`src/rtl/truth_table_sweeper.sv`:
```
// Walks every input combination of a small combinational block in ascending order,
// captures its output after a settle interval and grades the table against a golden mask.
module truth_table_sweeper #(
    parameter int N_IN          = 3,
    parameter int SETTLE_CYCLES = 2
) (
    input  logic                 clk,
    input  logic                 rst_n,
    input  logic                 start,
    input  logic [2**N_IN-1:0]   expected,
    output logic [N_IN-1:0]      dut_in,
    input  logic                 dut_y,
    output logic                 busy,
    output logic                 done,
    output logic [2**N_IN-1:0]   table_out,
    output logic [N_IN:0]        mismatch_cnt,
    output logic                 first_fail_valid,
    output logic [N_IN-1:0]      first_fail_idx,
    output logic                 pass
);

    localparam int W  = 2**N_IN;
    localparam int CW = (SETTLE_CYCLES > 1) ? $clog2(SETTLE_CYCLES) : 1;

    typedef enum logic [1:0] {IDLE, DRIVE, DONE} state_t;

    state_t          state_q, state_d;
    logic [N_IN-1:0] idx_q, idx_d;
    logic [CW-1:0]   cnt_q, cnt_d;
    logic [N_IN-1:0] dut_in_q, dut_in_d;
    logic            busy_q, busy_d;
    logic            done_q, done_d;
    logic [W-1:0]    table_q, table_d;
    logic [N_IN:0]   mismatch_q, mismatch_d;
    logic            ffv_q, ffv_d;
    logic [N_IN-1:0] ffi_q, ffi_d;
    logic            pass_q, pass_d;

    logic            miss;
    logic [N_IN:0]   mismatch_next;
    logic            last_idx;

    always_ff @(posedge clk or negedge rst_n) begin
        if (!rst_n) begin
            state_q    <= IDLE;
            idx_q      <= '0;
            cnt_q      <= '0;
            dut_in_q   <= '0;
            busy_q     <= 1'b0;
            done_q     <= 1'b0;
            table_q    <= '0;
            mismatch_q <= '0;
            ffv_q      <= 1'b0;
            ffi_q      <= '0;
            pass_q     <= 1'b0;
        end else begin
            state_q    <= state_d;
            idx_q      <= idx_d;
            cnt_q      <= cnt_d;
            dut_in_q   <= dut_in_d;
            busy_q     <= busy_d;
            done_q     <= done_d;
            table_q    <= table_d;
            mismatch_q <= mismatch_d;
            ffv_q      <= ffv_d;
            ffi_q      <= ffi_d;
            pass_q     <= pass_d;
        end
    end

    // Sample edge folds the current bit into the count so pass sees the final total.
    always_comb begin
        miss          = (dut_y != expected[idx_q]);
        mismatch_next = mismatch_q + (N_IN+1)'(miss);
        last_idx      = (idx_q == N_IN'(W-1));
    end

    always_comb begin
        state_d    = state_q;
        idx_d      = idx_q;
        cnt_d      = cnt_q;
        dut_in_d   = dut_in_q;
        busy_d     = busy_q;
        done_d     = done_q;
        table_d    = table_q;
        mismatch_d = mismatch_q;
        ffv_d      = ffv_q;
        ffi_d      = ffi_q;
        pass_d     = pass_q;
        case (state_q)
            IDLE, DONE: begin
                if (start) begin
                    state_d    = DRIVE;
                    busy_d     = 1'b1;
                    done_d     = 1'b0;
                    idx_d      = '0;
                    cnt_d      = '0;
                    dut_in_d   = '0;
                    table_d    = '0;
                    mismatch_d = '0;
                    ffv_d      = 1'b0;
                    ffi_d      = '0;
                    pass_d     = 1'b0;
                end
            end
            DRIVE: begin
                if (cnt_q != CW'(SETTLE_CYCLES-1)) begin
                    cnt_d = cnt_q + CW'(1);
                end else begin
                    table_d[idx_q] = dut_y;
                    mismatch_d     = mismatch_next;
                    if (miss && !ffv_q) begin
                        ffv_d = 1'b1;
                        ffi_d = idx_q;
                    end
                    if (last_idx) begin
                        state_d  = DONE;
                        busy_d   = 1'b0;
                        done_d   = 1'b1;
                        dut_in_d = '0;
                        pass_d   = (mismatch_next == '0);
                    end else begin
                        idx_d    = idx_q + N_IN'(1);
                        dut_in_d = dut_in_q + N_IN'(1);
                        cnt_d    = '0;
                    end
                end
            end
            default: state_d = IDLE;
        endcase
    end

    assign dut_in           = dut_in_q;
    assign busy             = busy_q;
    assign done             = done_q;
    assign table_out        = table_q;
    assign mismatch_cnt     = mismatch_q;
    assign first_fail_valid = ffv_q;
    assign first_fail_idx   = ffi_q;
    assign pass             = pass_q;

endmodule
```
`config.mk`:
```
export PLATFORM = sky130hd
export DESIGN_NAME = truth_table_sweeper
export DESIGN_NICKNAME = d
export VERILOG_FILES = /design/src/rtl/truth_table_sweeper.sv
export SDC_FILE = /design/constraint.sdc
export NUM_CORES = 1
export LEC_CHECK = 0
export BUFFER_PORTS_ARGS = -buffer_cell sky130_fd_sc_hd__buf_2
export CORE_AREA = 2 2 45 68
export CTS_CLUSTER_SIZE = 12
export DETAILED_ROUTE_END_ITERATION = 12
export DIE_AREA = 0 0 47 70
export PLACE_DENSITY_LB_ADDON = 0.05
export SLEW_MARGIN = 10
export SYNTH_ARGS = -nofsm -noshare
export SYNTH_HDL_FRONTEND = slang
export SYNTH_SLANG_ARGS = --single-unit
```
`constraint.sdc`:
```
create_clock -name clk -period 4.5 [get_ports clk]
set_input_delay 0.9 -clock clk [delete_from_list [all_inputs] [get_ports clk]]
set_output_delay 0.9 -clock clk [all_outputs]
set_load 0.02 [all_outputs]
```
# --- Word-level counts from Yosys, hierarchy flattened ---
# Index checks and enable logic that the tools add are counted.
op_classes:
  n_addsub: 4
  order_cmp: 2
  n_eq_ne: 9
  mux: 42
  n_reduce_logical: 13
op_table:
  columns: ["operator", "count"]
  rows:
  - ["$mux W3", 7]
  - ["$pmux W3 S2", 3]
  - ["$mux W8", 2]
  - ["$pmux W8 S2", 1]
  - ["$mux W1", 14]
  - ["$reduce_and A4 Y1", 3]
  - ["$ne A2 B2 Y1 const B", 5]
  - ["$pmux W1 S2", 5]
  - ["$bwmux W8", 1]
  - ["$mux W4", 2]
  - ["$pmux W4 S2", 1]
  - ["$add A3 B1 Y3 const B", 2]
  - ["$mux W2", 3]
  - ["$reduce_and A3 Y1", 2]
  - ["$add A4 B1 Y4", 1]
  - ["$logic_not A4 Y1", 1]
  - ["$lt A3 B4 Y1 const B", 1]
  - ["$pmux W2 S2", 1]
  - ["$bmux W1 S3", 1]
  - ["$demux W1 S3", 1]
  - ["$eq A3 B3 Y1 const B", 1]
  - ["$ge A3 B1 Y1 const B", 1]
  - ["$eq A2 B1 Y1 const B", 1]
  - ["$eq A2 B2 Y1 const B", 1]
  - ["other kinds (8)", 9]
word_totals:
  register_bits: 28
  elab_cells: 81

# --- Longest topological paths before layout ---
# Gate-level depths: netlist of run 1.
depth:
  ltp_word: 8
  ltp_mapped: 10
  mapped_depth_nobuf: 9

# --- Least setup slack after synthesis of run 1 ---
# OpenSTA, ideal clock, no wires.
synth_path:
  path_kind: "input to register"
  startpoint: "in expected[5]"
  endpoint: "reg mismatch_q[1], in the netlist mismatch_cnt[1]"
  arrival_time_ns: 2.552
  t_required_ns: 4.379
  slack_ns: 1.827
  path_stages: 8
  n_path_buf: 0
  path_cell_list: "mux2i_1 o22ai_1 nor4_2 nor2_1 ha_1 ha_1 mux2_2 a22o_1"
synth_via:
  elab_chain_cells: 6
synth_rtl:
  columns: ["item", "line", "source"]
  rows:
  - ["from (decl)", "10", "input logic [2**N_IN-1:0] expected,"]
  - ["$bmux W1 S3", "73", "miss = (dut_y != expected[idx_q]);"]
  - ["$mux W1 (not written as such)", "73", null]
  - ["$ne A1 B1 Y1", "73", null]
  - ["$add A4 B1 Y4", "74", "mismatch_next = mismatch_q + (N_IN+1)'(miss);"]
  - ["$mux W4", "107", "if (cnt_q != CW'(SETTLE_CYCLES-1)) begin"]
  - ["$pmux W4 S2", "90", "case (state_q)"]
  - ["to (signal assigned)", "64", "mismatch_q <= mismatch_d;"]
  - ["to (decl)", "34", "logic [N_IN:0] mismatch_q, mismatch_d;"]
# No other way between the ends. The select of a mux whose other input is x is not followed.
# A chain may end at the register's enable or synchronous reset.

# --- Worst setup path after layout of run 1 ---
layout_path:
  startpoint: "reg idx_q[0]"
  endpoint: "reg pass_q, in the netlist pass"
layout_via:
  elab_chain_cells: 8
layout_rtl:
  columns: ["item", "line", "source"]
  rows:
  - ["from (decl)", "28", "logic [N_IN-1:0] idx_q, idx_d;"]
  - ["from (signal assigned)", "58", "idx_q <= idx_d;"]
  - ["$bmux W1 S3", "73", null]
  - ["$mux W1 (not written as such)", "73", null]
  - ["$ne A1 B1 Y1", "73", null]
  - ["$add A4 B1 Y4", "74", null]
  - ["$logic_not A4 Y1", "121", "pass_d = (mismatch_next == '0);"]
  - ["$mux W1", "116", "if (last_idx) begin"]
  - ["$mux W1", "107", null]
  - ["$pmux W1 S2", "90", null]
  - ["to (signal assigned)", "67", "pass_q <= pass_d;"]
  - ["to (decl)", "37", "logic pass_q, pass_d;"]
# Several ways; a longest one is shown, not always the timed one. The select of a mux whose other input is x is not followed.

==> reports/qor.txt, run 1 <==
antenna violations before repair: 0
CTS max path bufs: 2
Initial Util: 53.9%
Post-Synth Adder-Cell Area: 4.20%
Num CTS Buffers: 3
synthesis-stage register bit count: 28
Critical Path AT: 2.90 ns
setup ws final: 1.75 ns
antenna viol nets, final: 0
Synth Warn #: 0
DIE WIDTH: 47 microns
Worst Tran Pin Value: 0.618 ns
die height: 70 microns
Seq pwr share: 37.2%
post-CTS sizing: 0
top cell type's share of synthesized area: 47.0%
endpoints failing setup: 0
Synth Cell Area: 1490 sq um
H-tree Lvls: 1
number of cell rows: 24
area of the multi-input gates: 719 sq um
crit-path max FO: 16
storage element area: 701 sq um
die area: 3290 sq um
PwrDens: 783 nW/um^2
Hold Vio Cnt, Final: 0
Post-CTS Setup Inserts: 0
Final Net Count: 200
Post-synth EDFFs: 0
Switching Fraction: 47.7%
TritonCTS clock tree: yes
WP buf/inv: 0
initial DRC count: 20
Sw Pwr: 0.631 mW
Avg Cell Area, Syn: 9.80 sq um
top post-synthesis cells by count: 28 x dfrtp_1, 23 x nand2_1, 10 x nor2_1, 10 x o21ai_1, 8 x o21ai_0
worst hold path type: register to register
Critical Path End Type: register
critical path class: register to register
post-synthesis sequential area ratio: 47.0%
GRT Util Overall: 23.4%
routed wire length: 3280 microns
DRC Markers: 0
Mapped Cells: 152
RSZ-0062 raised after global routing: no
Clock Skews: 0.00181 ns
most frequent CP cell: ha_1
vias in the first global route: 1271
Synth Net Count: 169
Post-DP HPWL: 2470 microns
Vias: 1246
Ports: 34
status: finished, final reports clean
IO buf count: 33
Setup crit start kind: register
XOR/XNOR Fraction of Synth Area: 2.35%
Final Core Density: 61.1%
CTS Hold Bufs: 0
Clock Latency Late Sink: 0.27 ns
logic gate share of total power: 52.8%
Critical Path Max Stage Delay: 0.68 ns
fraction of synthesized area in multiplexers: 4.87%
Peak VDD IR: 0.540 mV
data required time at the worst endpoint: 4.65 ns
Synth Area in Simple Gates: 20.0%
Ant. Diodes: 0
drt pass-1 iters: 4
Tot Pwr: 1.32 mW
Setup TNS Final: 0 ns
Worst-path clk slew: 0.09 ns
WL/cell: 14.9 microns
Max Cap Viol: 0
main area contributors after synthesis: dfrtp_1 47%, nand2_1 5.8%, ha_1 4.2%
Overflow after GRT: 0
Power Internal: 0.690 mW
LEAKAGE: 0.839 nW
first-pass GRT wire length: 5700 microns
Post-synth ARST share: 100%
CORE AREA: 2760 sq um
compound-gate portion of the synthesized area: 16.9%
Max-slew headroom: 58.8%
CP max stage cell: dfrtp_1
Max Slew Vio Count: 0
Clk pwr share: 10.0%
Synth cell types: 36
ys flop type: dfrtp_1
Crit path max-delay family: simple AND/OR/NAND/NOR gates
layout cells sized above 1: 22.7%
Area Overhead vs Synth: 13.2%
root buffer cell: clkbuf_8
CTS Sinks: 28
Critical Path, Cell by Cell: mux2i_1 -> o22ai_1 -> nor4_2 -> nor2_1 -> ha_1 -> ha_1 -> nor3_1 -> a31oi_1 -> o41ai_1
RD Place Congestion: 0.841
count leader, synth: dfrtp_1
final worst path period share: 61.1%
Min Hold Slack: 0.474 ns
fmax: 364 MHz
worst slack, placed: 1.56 ns
minimum clock period: 2.75 ns
fillers: 243
main combinational cell family by area after synthesis: simple AND/OR/NAND/NOR gates
Vias/cell: 5.66
post-synth top area cell: dfrtp_1
largest net degree at the start of global routing: 29
==> cell families (layout without fill, tap and decap cells) <==
logic type	after synthesis	count (layout)
and+or+nand+nor	58	58
muxes	7	7
AOI/OAI and AO/OA	40	40
DFF	28	28
xor gates and xnor gates	4	4
adders and majority gates	5	5
buffers and inverters	10	39
==> cell usage in the layout (no fill, tap or decap), drive strengths merged <==
cell type	Yosys	routed
a21o	1	1
inv	3	3
nand2b	6	6
nand3b	1	1
a32o	1	1
o21ai	18	18
and2	3	3
nand2	23	23
mux2	2	2
xor2	4	4
nand3	5	5
nor2b	2	2
buf	4	33
ha	5	5
o31a	1	1
mux2i	5	5
nor2	10	10
o31ai	1	1
a211oi	1	1
clkbuf	3	3
a31oi	2	2
a22o	7	7
o22ai	2	2
o41ai	1	1
nand4	1	1
and3	2	2
dfrtp	28	28
a21oi	5	5
nor4	3	3
nor3	2	2
==> power by group through the flow <==
stage	combinational [mW]	clock (mW)	sequential, mW
6_report	0.698	0.132	0.491
5_1_grt	0.782	0.145	0.513
4_1_cts	0.704	0.136	0.492
3_5_place_dp	0.700	0	0.495
3_3_place_gp	0.679	0	0.489
2_1_floorplan	0.472	0	0.544
==> registers in the layout (all words and copies together), names as in the netlist <==
signal	cells
state_q	2
idx_q	3
done	1
first_fail_valid	1
busy	1
table_out	8
first_fail_idx	3
pass	1
mismatch_cnt	4
dut_in	3
cnt_q	1
==> metal layers <==
| layer | global-route usage [%] | routed length [microns] | share of wire (%) |
|---|---|---|---|
| met5 | 0 | 0 | 0 |
| met3 | 2.58 | 122 | 3.7 |
| met2 | 40.6 | 1730 | 53 |
| met1 | 28.3 | 1370 | 42 |
| met4 | 8.33 | 54 | 1.6 |
==> metrics by stage <==
step                instance area, sq um  std cells
global route                        1690        220
finish                              1690        220
floorplan                           1490        152
CTS                                 1690        220
global placement                    1650        217
detailed placement                  1650        217
==> tightest hold or removal path: stages, from the launching register on <==
cell     delay (ns)
dfrtp_1        0.35
nand2_1        0.05
nand2_1        0.05
==> final timing paths <==
check,from,to,slack (ns),cells after the start
hold / removal,done,done,0.47,2
setup reg to reg,idx_q[0],pass,1.75,9
hold reg to reg,done,done,0.47,2
min in group asynchronous,rst_n,state_q[0],0.64,1
max in group asynchronous,rst_n,mismatch_cnt[3],3.46,1
setup / recovery,idx_q[0],pass,1.75,9
==> cell type report <==
class	instances	area share (%)
Tap cell	39	2.89
Multi-Input combinational cell	114	42.7
Timing Repair Buffer	33	9.79
Inverter	3	0.668
Clock buffer	3	2.45
Sequential cell	28	41.5
(Power assumes the default switching activity.)
==> run 2, diff against run 1 <==
CORE_AREA = 2 2 49 74   (was 2 2 45 68)
DIE_AREA = 0 0 51 76   (was 0 0 47 70)
clock period = 2.5 ns   (was 4.5 ns; I/O delays follow)
==> reports/qor.txt, run 2 (synthesized netlist as in run 1, its figures left out) <==
status: finished, final reports clean
Area Overhead vs Synth: 21.2%
Max-slew headroom: 57.2%
Setup crit start kind: register
data required time at the worst endpoint: 2.67 ns
Hold Vio Cnt, Final: 0
first-pass GRT wire length: 6280 microns
antenna viol nets, final: 0
Critical Path AT: 2.54 ns
Max Slew Vio Count: 0
CTS Sinks: 28
Vias/cell: 5.42
antenna violations before repair: 0
Critical Path, Cell by Cell: mux2i_1 -> o22ai_2 -> o31a_1 -> nor2_1 -> ha_1 -> ha_1 -> mux2_2 -> a22o_1
CP startpoint: idx_q[0]
die height: 76 microns
Setup TNS Final: 0 ns
Max Cap Viol: 0
largest net degree at the start of global routing: 29
endpoints failing setup: 0
PwrDens: 1430 nW/um^2
DRC Markers: 0
IO buf count: 33
crit-path max FO: 8
final worst path period share: 94.8%
die area: 3880 sq um
Overflow after GRT: 0
worst hold path type: primary input to asynchronous set/reset pin
most common cell after layout, fill and taps aside: buf_2
Ant. Diodes: 0
Clock Latency Late Sink: 0.27 ns
Initial Util: 45.4%
WL/cell: 15.1 microns
fmax: 422 MHz
critical path class: register to register
LEAKAGE: 0.905 nW
vias in the first global route: 1373
Num CTS Buffers: 3
TritonCTS clock tree: yes
RR Startpoint: idx_q[0]
CORE AREA: 3290 sq um
GRT Util Overall: 20.8%
Ports: 34
Finished Layout Cells: 234
layout cells sized above 1: 30.2%
CTS Hold Bufs: 0
DIE WIDTH: 51 microns
Final Net Count: 210
RD Place Congestion: 0.847
Critical Path Max Stage Delay: 0.47 ns
Worst-path clk slew: 0.10 ns
routed wire length: 3540 microns
Post-DP HPWL: 2680 microns
number of flip-flops in the largest register: 8
Clock Skews: 0.00495 ns
root buffer cell: clkbuf_8
Vias: 1268
Peak VDD IR: 0.738 mV
worst slack, placed: -0.0174 ns
setup ws final: 0.130 ns
Worst Tran Pin Value: 0.642 ns
CTS max path bufs: 2
Placed Cells: 228
CP max stage cell: dfrtp_2
number of cell rows: 26
most frequent CP cell: ha_1
drt pass-1 iters: 4
H-tree Lvls: 1
Critical Path End Type: register
minimum clock period: 2.37 ns
most frequent cells in the layout: 33 x buf_2, 26 x dfrtp_1, 23 x nand2_1
initial DRC count: 26
RSZ-0062 raised after global routing: no
run 2: changes by cell type in the layout (fill, tap and decap cells not counted), sizes merged:
cell and change:
buf +10, clkbuf +1
run 2: power by group:
| part | leakage [nW] | switching [mW] | internal (mW) |
|---|---|---|---|
| logic | 0.517 | 0.859 | 0.593 |
| clock network | 0.0288 | 0.145 | 0.141 |
| registers | 0.360 | 0.193 | 0.648 |
| total | 0.905 | 1.20 | 1.38 |
run 2: per-stage QoR:
stage | utilization, % | total power, mW | hold slack, ns | cell area, sq um
global placement | 52.0 | 2.21 | 0.456 | 1710
detailed placement | 52.0 | 2.25 | 0.465 | 1710
finish | 55.0 | 2.58 | 0.235 | 1810
CTS | 53.8 | 2.55 | 0.267 | 1770
global route | 55.0 | 2.80 | 0.288 | 1810
floorplan | - | 1.83 | 0.204 | 1490
run 2: timing repair:
item | CTS | global route
hold endpoints to repair | 0 | 0
setup buffers | 0 | 2
setup endpoints to repair | 1 | 2
resized for setup | 1 | 5
run 2: worst max-delay path, delay by kind of cell, from the launching register on:
| kind | cells | cell delay [ns] |
|---|---|---|
| muxes | 2 | 0.50 |
| and+or+nand+nor | 1 | 0.16 |
| AOI/OAI and AO/OA | 3 | 0.65 |
| adders and majority gates | 2 | 0.48 |
| DFF | 1 | 0.47 |
run 2: final timing paths:
path / to / slack (ns) / depth (start not counted)
max in group asynchronous: idx_q[0] / 1.81 / 1
min in group clk: state_q[1] / 0.46 / 2
setup / recovery: mismatch_cnt[1] / 0.13 / 8
hold / removal: done / 0.24 / 1
setup reg to reg: mismatch_cnt[1] / 0.13 / 8
hold reg to reg: done / 0.48 / 2
run 2: area by class of cell:
class	instances	area [sq um]
Fill cell	324	1480
Sequential cell	28	703
Inverter	3	11.3
Clock buffer	4	55.1
Tap cell	42	52.6
Multi-Input combinational cell	114	743
Timing Repair Buffer	43	240
run 2: metal layers:
| metal | part of all wire [%] | vias up | global-route usage, % |
|---|---|---|---|
| met5 | 0 | - | 0 |
| met4 | 1.2 | 0 | 8.38 |
| met3 | 3.1 | 4 | 1.96 |
| met2 | 53 | 30 | 35.6 |
| met1 | 42 | 617 | 26.2 |
| li1 | - | 617 | - |
